<file path="src/rtl/mem_rd_seq.sv">
// mem_rd_seq: read-side sequencer for the x/w memory banks.
// Fetches len words bit-serially from an x bank and a w bank in lockstep,
// assembles each pair of words, and offers it downstream on a valid/ready
// stream. Every output is registered; the FSM lives in one clocked block.
module mem_rd_seq #(
    parameter int WORD_W  = 8,
    parameter int XADDR_W = 10,
    parameter int WADDR_W = 20,
    parameter int LEN_W   = 10
) (
    input  logic               clk,
    input  logic               rst,
    input  logic               start,
    input  logic [XADDR_W-1:0] base_x,
    input  logic [WADDR_W-1:0] base_w,
    input  logic [1:0]         bank_x,
    input  logic [1:0]         bank_w,
    input  logic [LEN_W-1:0]   len,
    output logic               busy,
    output logic               done,
    output logic               read_rq_x,
    output logic               read_rq_w,
    output logic               write_rq_x,
    output logic               write_rq_w,
    output logic [XADDR_W-1:0] rw_address_x,
    output logic [WADDR_W-1:0] rw_address,
    output logic [1:0]         sel_x,
    output logic [1:0]         sel_w,
    input  logic               read_data_x,
    input  logic               read_data_w,
    output logic [WORD_W-1:0]  x_word,
    output logic [WORD_W-1:0]  w_word,
    output logic               out_valid,
    input  logic               out_ready
);

    // Stream handshake: a word pair transfers on a cycle where out_valid and
    // out_ready are both high; while out_valid is high without out_ready the
    // words are held unchanged and no memory reads are issued.

    localparam int BI_W = (WORD_W > 1) ? $clog2(WORD_W) : 1;

    typedef enum logic [1:0] {
        S_IDLE  = 2'd0,
        S_FETCH = 2'd1,
        S_HOLD  = 2'd2,
        S_DONE  = 2'd3
    } state_t;

    state_t             state_q;
    logic [BI_W-1:0]    bi_q;
    logic [LEN_W-1:0]   wi_q;
    logic [LEN_W-1:0]   len_q;
    logic [XADDR_W-1:0] addr_x_q;
    logic [WADDR_W-1:0] addr_w_q;
    logic [1:0]         sel_x_q;
    logic [1:0]         sel_w_q;
    logic [WORD_W-1:0]  x_word_q;
    logic [WORD_W-1:0]  w_word_q;
    logic               busy_q;
    logic               done_q;
    logic               read_rq_q;
    logic               out_valid_q;

    logic bit_last_d;
    logic word_last_d;

    // Last-bit / last-word decodes used by the FSM.
    always_comb begin
        bit_last_d  = (bi_q == BI_W'(WORD_W - 1));
        word_last_d = (wi_q == (len_q - LEN_W'(1)));
    end

    // Sequencer FSM. Addresses advance by one per fetched bit and are
    // contiguous across words, so base + wi*WORD_W + bi is kept incrementally
    // and wraps naturally at the address width.
    always_ff @(posedge clk or posedge rst) begin
        if (rst) begin
            state_q     <= S_IDLE;
            bi_q        <= '0;
            wi_q        <= '0;
            len_q       <= '0;
            addr_x_q    <= '0;
            addr_w_q    <= '0;
            sel_x_q     <= '0;
            sel_w_q     <= '0;
            x_word_q    <= '0;
            w_word_q    <= '0;
            busy_q      <= 1'b0;
            done_q      <= 1'b0;
            read_rq_q   <= 1'b0;
            out_valid_q <= 1'b0;
        end else begin
            done_q <= 1'b0;
            case (state_q)
                S_IDLE: begin
                    if (start) begin
                        sel_x_q <= bank_x;
                        sel_w_q <= bank_w;
                        len_q   <= len;
                        wi_q    <= '0;
                        bi_q    <= '0;
                        busy_q  <= 1'b1;
                        if (len == '0) begin
                            state_q <= S_DONE;
                            done_q  <= 1'b1;
                        end else begin
                            state_q   <= S_FETCH;
                            read_rq_q <= 1'b1;
                            addr_x_q  <= base_x;
                            addr_w_q  <= base_w;
                        end
                    end
                end
                S_FETCH: begin
                    x_word_q[bi_q] <= read_data_x;
                    w_word_q[bi_q] <= read_data_w;
                    if (bit_last_d) begin
                        bi_q        <= '0;
                        read_rq_q   <= 1'b0;
                        out_valid_q <= 1'b1;
                        state_q     <= S_HOLD;
                    end else begin
                        bi_q     <= bi_q + BI_W'(1);
                        addr_x_q <= addr_x_q + XADDR_W'(1);
                        addr_w_q <= addr_w_q + WADDR_W'(1);
                    end
                end
                S_HOLD: begin
                    if (out_ready) begin
                        out_valid_q <= 1'b0;
                        if (word_last_d) begin
                            state_q <= S_DONE;
                            done_q  <= 1'b1;
                        end else begin
                            wi_q      <= wi_q + LEN_W'(1);
                            state_q   <= S_FETCH;
                            read_rq_q <= 1'b1;
                            addr_x_q  <= addr_x_q + XADDR_W'(1);
                            addr_w_q  <= addr_w_q + WADDR_W'(1);
                        end
                    end
                end
                S_DONE: begin
                    busy_q  <= 1'b0;
                    state_q <= S_IDLE;
                end
                default: state_q <= S_IDLE;
            endcase
        end
    end

    assign busy         = busy_q;
    assign done         = done_q;
    assign read_rq_x    = read_rq_q;
    assign read_rq_w    = read_rq_q;
    assign write_rq_x   = 1'b0;
    assign write_rq_w   = 1'b0;
    assign rw_address_x = addr_x_q;
    assign rw_address   = addr_w_q;
    assign sel_x        = sel_x_q;
    assign sel_w        = sel_w_q;
    assign x_word       = x_word_q;
    assign w_word       = w_word_q;
    assign out_valid    = out_valid_q;

endmodule

</file>
<file path="config.mk">
export PLATFORM = sky130hd
export DESIGN_NAME = mem_rd_seq
export DESIGN_NICKNAME = d
export VERILOG_FILES = /design/src/rtl/mem_rd_seq.sv
export SDC_FILE = /design/constraint.sdc
export NUM_CORES = 1
export LEC_CHECK = 0
export ABC_AREA = 1
export ABC_CLOCK_PERIOD_IN_PS = 3200
export CORE_MARGIN = 10
export CORE_UTILIZATION = 51
export DETAILED_ROUTE_END_ITERATION = 16
export MAX_ROUTING_LAYER = met4
export PLACE_DENSITY = 0.81
export SETUP_SLACK_MARGIN = 0.5
export SLEW_MARGIN = 15
export SYNTH_ARGS = -nofsm -noshare
export SYNTH_HDL_FRONTEND = slang
export SYNTH_SLANG_ARGS = --single-unit
</file>
<file path="constraint.sdc">
create_clock -name clk -period 3.2 [get_ports clk]
set_clock_uncertainty 0.15 [all_clocks]
set_input_delay 0.48 -clock clk [delete_from_list [all_inputs] [get_ports clk]]
set_output_delay 0.48 -clock clk [all_outputs]
set_load 0.03 [all_outputs]
</file>
==> Yosys cells after proc, flatten, opt, wreduce, memory -nomap -nowiden <==
Index checks and enable logic that the tools add are counted.
{ "totals": {"register_bits": 79, "input_bits": 50, "output_inout_bits": 57, "wordCells": 93} }
{ "classes": {"addsub": 5, "n_lt_le_gt_ge": 2, "eq_ne": 11, "n_mux": 45, "reduce_logical": 16} }
{ "ops": {"columns": ["op", "n"], "rows": [
  ["20-bit 2-to-1 mux", 5],
  ["10-bit 2-to-1 mux", 8],
  ["20-bit one-hot mux with 3 select lines", 1],
  ["10-bit one-hot mux with 3 select lines", 1],
  ["10-bit by 1-bit adder with 10-bit output (second input constant)", 2],
  ["20-bit by 1-bit adder with 20-bit output (second input constant)", 1],
  ["10-bit one-hot mux with 2 select lines", 1],
  ["8-bit bitwise mux", 2],
  ["1-bit 2-to-1 mux", 13],
  ["2-bit inequality test (second input constant)", 6],
  ["6-bit AND reduction", 2],
  ["10-bit equality test", 1],
  ["10-bit zero test", 1],
  ["2-bit 2-to-1 mux", 5],
  ["10-bit by 1-bit subtractor with 10-bit output (second input constant)", 1],
  ["2-bit one-hot mux with 4 select lines", 1],
  ["2-bit nonzero test", 4],
  ["3-bit 2-to-1 mux", 2],
  ["1-bit one-hot mux with 2 select lines", 3],
  ["3-bit one-hot mux with 2 select lines", 1],
  ["2-bit AND reduction", 3],
  ["3-bit AND reduction", 2],
  ["2-bit equality test (second input constant)", 2],
  ["3-bit by 4-bit less-than comparator with 1-bit output (second input constant)", 1],
  ["other kinds (10)", 10]
]} }

==> Longest topological paths before layout <==
Gate-level depths: netlist of the first run.
{ "depth": {"ltp_word": 5, "depth_mapped": 14, "mapped_depth_nobuf": 13} }

==> Least setup slack after synthesis of the first run <==
Ideal clock, no wire load.
{ "synth_timing": {"kind": "reg-to-reg", "startpoint": "reg addr_w_q[1], in the netlist rw_address[1]", "endpoint": "reg addr_w_q[16], in the netlist rw_address[16]", "setup_ns": 0.118, "t_arrival_ns": 1.780, "required_ns": 2.932, "setup_slack_ns": 1.152, "path_stages_with_launch": 10, "n_path_buf": 0, "period_less_slack_ns": 2.048, "path_cell_list": "dfrtp_1 > ha_1 > nand3_1 > nor3_1 > nand3_1 > and2_1 > o21ai_0 > nand2_1 > nand3_1 > nand2_1"} }
{ "synth_via": {"elab_chain_cells": 4, "word_cells_on_any_way": 5, "cone_classes": "add/sub: 1; mux: 4"} }
{ "synth_rtl": {"columns": ["element", "line_no", "source"], "rows": [
  ["start, declared", "55", "logic [WADDR_W-1:0] addr_w_q;"],
  ["start signal, assigned", "111", "addr_w_q <= base_w;"],
  ["start signal, assigned", "126", "addr_w_q <= addr_w_q + WADDR_W'(1);"],
  ["start signal, assigned", "140", "addr_w_q <= addr_w_q + WADDR_W'(1);"],
  ["20-bit by 1-bit adder with 20-bit output (*)", "126, 140", null],
  ["20-bit 2-to-1 mux", "132", "if (word_last_d) begin"],
  ["20-bit 2-to-1 mux", "130", "if (out_ready) begin"],
  ["20-bit one-hot mux with 3 select lines (*)", "95", "case (state_q)"]
]} }
Mark *: on every way between the ends. The rest lies on a longest branch, timed or not. The select of a mux whose other input is x is not followed.
A chain may end at the register's enable or synchronous reset.

==> Worst setup path after layout of the first run <==
{ "layout_timing": {"startpoint": "reg state_q[1]", "endpoint": "reg addr_w_q[1], in the netlist rw_address[1]"} }
{ "layout_via": {"elab_chain_cells": 3, "word_cells_on_any_way": 11, "cone_classes": "eq/ne: 7; mux: 1; reduce/logical: 3"} }
{ "layout_rtl": {"columns": ["element", "line_no", "source"], "rows": [
  ["start, declared", "50", "state_t state_q;"],
  ["start signal, assigned", "79", "state_q <= S_IDLE;"],
  ["start signal, assigned", "105", "state_q <= S_DONE;"],
  ["start signal, assigned", "108", "state_q <= S_FETCH;"],
  ["2-bit by 1-bit equality test with 1-bit output, or another cell as far along", "95", null],
  ["2-bit inequality test (no line) / 3-bit nonzero test (equally long branches)", null, null],
  ["6-bit AND reduction (no line)", null, null]
]} }
Parallel ways exist; a longest one is shown, timed or not.

==> results of run 1 <==
-- synthesized netlist by cell type --
master      n  area [µm²]
nor2_1     50       187.7
nor2_2      5       31.28
buf_4       7       52.55
clkbuf_1    8       30.03
nand2_4     1       11.26
xor2_1     12       105.1
xnor2_1     5       43.79
buf_1       1       3.750
mux2i_1    16       160.2
o21ai_0    44       220.2
ha_1       10       125.1
a31oi_1     2       12.51
inv_2       1       3.750
nor3_1      5       25.02
nand3_4     1       17.52
dfrtp_1    79        1977
inv_1      55       206.5
and3_1      1       6.260
buf_6       3       33.78
nand3b_1    7       52.55
a21boi_0    1       7.510
a31o_2      2       17.52
nand4_1     8       50.05
or2_2       5       31.28
a21oi_1     9       45.04
buf_2       2       10.01
o31ai_1     2       15.01
conb_1      1       3.750
nand3_1    47       235.2
o21a_1      1       7.510
nand2_1   215       807.0
o21ai_1    30       150.1
and2_1      1       6.260
-- registers in the layout, summed over array words and instances (netlist names) --
register      count
rw_address       20
len_q            10
rw_address_x     10
wi_q             10
w_word            8
x_word            8
bi_q              3
sel_w             2
sel_x             2
state_q           2
busy              1
done              1
out_valid         1
read_rq_w         1
-- stage by stage --
stage,setup slack [ns],power [mW],utilization,hold slack [ns],cell area (µm²)
global route,0.5040,6.988,0.6854,0.3704,6065
global placement,0.2315,5.380,0.6546,0.3127,5792
floorplan,0.5466,4.400,-,0.3219,4696
CTS,0.4997,6.468,0.6835,0.3395,6048
detailed placement,0.1697,5.498,0.6546,0.3160,5792
finish,0.7602,6.459,0.6854,0.3359,6065
-- what timing repair did --
action | 4_1_cts | 5_1_grt
resized for setup | 2 | 3
endpoints found under the setup margin | 40 | 40
buffers inserted | 0 | 0
hold buffers | 0 | 0
-- logic make-up (layout without fill, tap and decap cells) --
group / count (synthesis) / count (layout) / share of synthesized area
XOR/XNOR: 17 / 17 / 0.03173
other: 1 / 2 / 0.0007992
AO/OA/AOI/OAI: 91 / 91 / 0.1013
flip-flops: 79 / 79 / 0.4213
multiplexers: 16 / 16 / 0.03413
adder cells (fa/ha/maj): 10 / 10 / 0.02667
AND/OR/NAND/NOR: 346 / 346 / 0.3115
buffers and inverters: 77 / 181 / 0.07253
-- final cells by class --
class | count | area [µm²] | area share
Multi-Input combinational cell | 482 | 2400 | 0.3957
Clock inverter | 7 | 127.6 | 0.02104
Tap cell | 108 | 135.1 | 0.02228
Clock buffer | 9 | 123.9 | 0.02043
Inverter | 56 | 210.2 | 0.03466
Timing Repair Buffer | 109 | 1091 | 0.1799
Sequential cell | 79 | 1977 | 0.3260
-- report_power, final --
| group | leakage, nW | internal [mW] | switching [mW] |
|---|---|---|---|
| registers | 0.977 | 1.42 | 0.449 |
| logic | 1.72 | 1.39 | 2.26 |
| clock network | 0.126 | 0.531 | 0.405 |
| total | 2.83 | 3.34 | 3.12 |
-- path summary, 6_finish.rpt --
kind,slack [ns],end
max in group asynchronous,1.82,wi_q[1]$_DFFE_PP0P_
max,0.76,rw_address[1]$_DFFE_PP0P_
max reg2reg,0.76,rw_address[1]$_DFFE_PP0P_
min,0.34,sel_w[1]$_DFFE_PP0P_
min in group asynchronous,0.41,rw_address_x[1]$_DFFE_PP0P_
min reg2reg,0.34,sel_w[1]$_DFFE_PP0P_
-- worst max-delay path: cells and delay by family, from the launching register on --
kind	cells	cell delay, ns
buffers and inverters	3	0.33
and+or+nand+nor	5	1.12
AOI/OAI and AO/OA	1	0.07
adders and majority gates	1	0.23
DFF	1	0.42
-- layer usage --
layer	vias up	GRT usage	part of all wire
met5	-	-	0
met4	0	0.06088	0.016
met3	14	0.03669	0.050
met2	99	0.3121	0.50
met1	2015	0.2373	0.44
li1	2249	-	-
==> results.py, run 1 <==
metrics = {
    "outcome": {
        "outcome": "completed",
    },
    "timing": {
        "fmax_mhz": 409.9,
        "max_slew_margin": 0.5206,
        "setup_violations": 0,
        "fin_setup_tns_ns": 0,
        "rsz0062_at_grt": "no",
        "hold_violations": 0,
        "period_minus_slack_ns": 2.440,
        "post-route-period-util": 0.7624,
        "finalMaxSlewViolations": 0,
        "tightest_slew_ns": 0.7181,
    },
    "final_layout": {
        "final_cells": 850,
        "final_nets": 797,
        "drive_gt1_frac": 0.05391,
        "diodes": 0,
        "syn_to_final_growth_pct": 29.25,
        "nFillCells": 744,
        "layout_commonest_cell": "nand2_1",
        "mostFrequentLayoutCells": "214 x nand2_1, 104 x clkdlybuf4s50_1, 79 x dfrtp_1, 54 x inv_1, 49 x nor2_1",
    },
    "grt": {
        "grt_pass1_vias": 4388,
        "antenna_found_initial": 0,
        "grt_max_degree": 51,
        "track_usage": 0.1923,
        "grt_pass1_wl_mm": 20.60,
        "overflow": 0,
    },
    "clocking": {
        "cts_buffer_depth": 2,
        "clk-insertion-delay-late_ns": 0.35,
        "root_buffer": "clkbuf_8",
        "cts_made_buffers": 9,
        "cts_tree": "built",
        "clkTransAtPathRegs_ns": 0.09,
        "clock_sinks": 79,
        "htree_num_levels": 3,
    },
    "critical_path": {
        "max_stage_delay_ns": 0.52,
        "crit_chain": "inv_1 -> ha_1 -> inv_1 -> nor2_1 -> inv_1 -> nand3_1 -> nor2_2 -> nand2_8 -> nand2_1 -> o21ai_1",
        "reg2reg_depth": 10,
        "crit_path_frequent_cell": "inv_1",
        "start_kind": "register",
        "cp-end-kind": "register",
        "path_max_fanout": 50,
        "crit_path_start": "state_q[1]$_DFFE_PP0P_",
        "critPathSlowestCell": "nor2_2",
        "critPathRequiredTime_ns": 3.28,
        "crit_type": "reg2reg",
        "arrival_ns": 2.52,
        "r2r_start": "state_q[1]$_DFFE_PP0P_",
    },
    "yosys": {
        "syn_area_per_cell_um2": 7.366,
        "synth_cell_type_count": 33,
        "syn_area_um2": 4692,
        "netlist_instances": 637,
        "seq_area_frac_synth": 0.4213,
        "ys_seq_elements": 79,
        "ys_warn_count": 0,
    },
    "power_and_ir_drop": {
        "leakagePower_nw": 2.826,
        "power_density_nw_per_um2": 1065,
        "ir_worst_vdd_uv": 625.9,
    },
    "routing": {
        "routed_wl_mm": 12.28,
        "via_per_inst": 5.149,
        "drc": 0,
        "dr.pass1.iters": 4,
        "ant_nets": 0,
        "vias": 4377,
        "wl_per_cell_um": 14.45,
        "drt_iter0_drc": 333,
    },
    "die": {
        "die_h_um": 115.9,
        "core-area_um2": 8848,
        "die_area_um2": 13440,
        "dieWidth_um": 115.9,
        "io_pins": 107,
        "initial_core_util": 0.5303,
        "rows": 34,
    },
    "placed_design": {
        "gp_congestion": 0.8640,
        "portBuffers": 104,
        "dp_hpwl_mm": 9.319,
        "dp_cells": 834,
    },
    "worst_hold_path": {
        "hold_path_class": "reg2reg",
        "hp-start": "sel_w[1]$_DFFE_PP0P_",
        "whs_path_depth": 2,
    },
    "run": {
        "drv_cap": 0,
    },
}
No activity file was read; power rests on OpenSTA's default activity.
==> inputs of run 2 (changes only) <==
- ABC_CLOCK_PERIOD_IN_PS: 3200 -> 2500
- clock period: 3.2 -> 2.5 ns (I/O delays scaled with it)
==> run 2 against run 1 <==
  * Utilization grew 7.3 points
  * Fmax grew 16%
  * First-iteration DRC count shrank 11%
  * Final area grew 11%
  * Sequential cell count is the same
  * Worst setup slack lost 0.37 ns
  * Critical path type unchanged
==> results.py, run 2 (synthesis gave the netlist of run 1 again) <==
metrics = {
    "outcome": {
        "outcome": "completed",
    },
    "power_and_ir_drop": {
        "p_comb_frac": 0.648,
        "internal_power_mw": 4.833,
        "p_switching_mw": 4.749,
        "leakagePower_nw": 3.220,
        "ir_worst_vdd_uv": 772.1,
        "power_density_nw_per_um2": 1428,
        "total_power_mw": 9.582,
        "pwr-share-seq": 0.254,
        "sw_frac_of_total": 0.4956,
        "clockPowerShare": 0.098,
    },
    "routing": {
        "wl_per_cell_um": 16.36,
        "drt_iter0_drc": 298,
        "routed_wl_mm": 14.44,
        "drc": 0,
        "ant_nets": 0,
        "dr.pass1.iters": 5,
        "vias": 4836,
        "via_per_inst": 5.477,
    },
    "critical_path": {
        "path_max_fanout": 5,
        "r2r_start": "len_q[3]$_DFFE_PP0P_",
        "crit_type": "reg2reg",
        "critPathSlowestCell": "dfrtp_2",
        "reg2reg_depth": 13,
        "cp_top_family": "simple AND/OR/NAND/NOR gates",
        "cp-end-kind": "register",
        "max_stage_delay_ns": 0.45,
        "crit_path_frequent_cell": "nand2_1",
        "arrival_ns": 2.21,
        "r2r-end": "state_q[1]$_DFFE_PP0P_",
        "r2r_slack_ns": 0.39,
        "start_kind": "register",
        "critPathRequiredTime_ns": 2.60,
        "crit_chain": "nor2_2 -> nand2_1 -> nor2_4 -> buf_4 -> nand3_1 -> nand2_1 -> nor2_2 -> nand3_4 -> buf_6 -> buf_6 -> nand3_1 -> nand2_1 -> nand2_1",
        "critPathBufInv": 3,
    },
    "final_layout": {
        "largest_reg_flops": 20,
        "layout_commonest_cell": "nand2_1",
        "final_nets": 830,
        "post-route-util": 0.7583,
        "diodes": 0,
        "nFillCells": 629,
        "syn_to_final_growth_pct": 43.01,
        "fin_area_um2": 6710,
        "drive_gt1_frac": 0.1974,
        "mostFrequentLayoutCells": "184 x nand2_1, 75 x dfrtp_1, 70 x clkdlybuf4s50_1, 47 x inv_1, 44 x nor2_1",
    },
    "placed_design": {
        "place_ws_ns": 0.1253,
        "placed_area_um2": 5863,
        "dp_hpwl_mm": 9.410,
        "gp_congestion": 0.8684,
        "portBuffers": 104,
    },
    "die": {
        "die_h_um": 115.9,
        "dieWidth_um": 115.9,
        "initial_core_util": 0.5303,
        "rows": 34,
        "io_pins": 107,
        "core-area_um2": 8848,
        "die_area_um2": 13440,
    },
    "timing": {
        "finalMaxSlewViolations": 0,
        "period_minus_slack_ns": 2.105,
        "post-route-period-util": 0.8421,
        "worst_slack_ns": 0.3948,
        "fin_setup_tns_ns": 0,
        "hold_violations": 0,
        "fmax_mhz": 475.0,
        "rsz0062_at_grt": "yes",
        "setup_violations": 0,
    },
    "clocking": {
        "clock_sinks": 79,
        "cts_tree": "built",
        "clkTransAtPathRegs_ns": 0.09,
        "cts_buffer_depth": 2,
        "root_buffer": "clkbuf_8",
        "clk-insertion-delay-late_ns": 0.36,
        "cts_made_buffers": 9,
        "htree_num_levels": 3,
    },
    "grt": {
        "antenna_found_initial": 0,
        "grt_max_degree": 58,
        "overflow": 0,
        "grt_pass1_wl_mm": 22.69,
        "grt_pass1_vias": 4746,
        "track_usage": 0.2128,
    },
    "worst_hold_path": {
        "hold_path_class": "in2async",
    },
    "run": {
        "drv_cap": 0,
    },
}
-- run 2: cell count changes in the layout (fill, tap and decap cells not counted), sizes merged, moves of 2 or more --
| cell | previous run | this run |
|---|---|---|
| buf | 5 | 37 |
| bufinv | 3 | 0 |
| clkdlybuf4s50 | 104 | 70 |
| clkinv | 1 | 3 |
| dlygate4sd2 | 0 | 27 |
| dlymetal6s2s | 0 | 7 |
-- run 2: metrics by stage --
step           hold slack (ns)  std cells
6_report                0.2944        883
5_1_grt                 0.3246        883
2_1_floorplan           0.3219        638
3_3_place_gp            0.3142        841
4_1_cts                 0.2960        879
3_5_place_dp            0.3182        841
-- run 2: tightest hold or removal path, delay by kind of cell --
family | cells | cell delay [ns]
buffers and inverters | 3 | 0.82
-- run 2: routing by layer --
metal / up-vias / track usage / routed length [µm]
li1: 2329 / - / -
met3: 39 / 0.05220 / 943
met2: 178 / 0.3402 / 7311
met4: 0 / 0.06339 / 333
met5: - / - / 0
met1: 2290 / 0.2615 / 5854
-- run 2: how the worst max path moves through the flow --
stage,slack (ns),depth (start not counted),to,from
after floorplan,0.53,7,rw_address_x[2]$_DFFE_PP0P_,state_q[0]$_DFFE_PP0P_
after global placement,0.22,10,rw_address_x[2]$_DFFE_PP0P_,len[0]
after detailed placement,0.13,11,rw_address[1]$_DFFE_PP0P_,len[0]
after CTS,0.44,14,rw_address[13]$_DFFE_PP0P_,len_q[1]$_DFFE_PP0P_
after global routing,0.29,13,rw_address_x[5]$_DFFE_PP0P_,len_q[2]$_DFFE_PP0P_
final,0.39,13,state_q[1]$_DFFE_PP0P_,len_q[3]$_DFFE_PP0P_
-- run 2: power by group through the flow --
| stage | clock, mW | combinational [mW] | sequential, mW |
|---|---|---|---|
| after detailed placement | 0 | 4.77 | 2.41 |
| after floorplan | 0 | 2.60 | 3.04 |
| after CTS | 0.947 | 5.64 | 2.39 |
| final | 0.937 | 6.21 | 2.43 |
| after global placement | 0 | 4.65 | 2.38 |
| after global routing | 1.00 | 6.74 | 2.51 |
-- run 2: layout make-up --
class	count	area (µm²)	area share
Clock inverter	7	63.81	0.009510
Tap cell	108	135.1	0.02014
Inverter	56	214.0	0.03189
Clock buffer	9	123.9	0.01846
Sequential cell	79	1982	0.2954
Timing Repair Buffer	142	1478	0.2202
Multi-Input combinational cell	482	2714	0.4044
-- run 2: timing repair --
item / 4_1_cts / 5_1_grt
gates resized for setup: 97 / 63
setup endpoints to repair: 70 / 51
pin swaps: 17 / 10
buffers inserted: 15 / 3
cloned: 7 / 1
hold buffers: 0 / 0
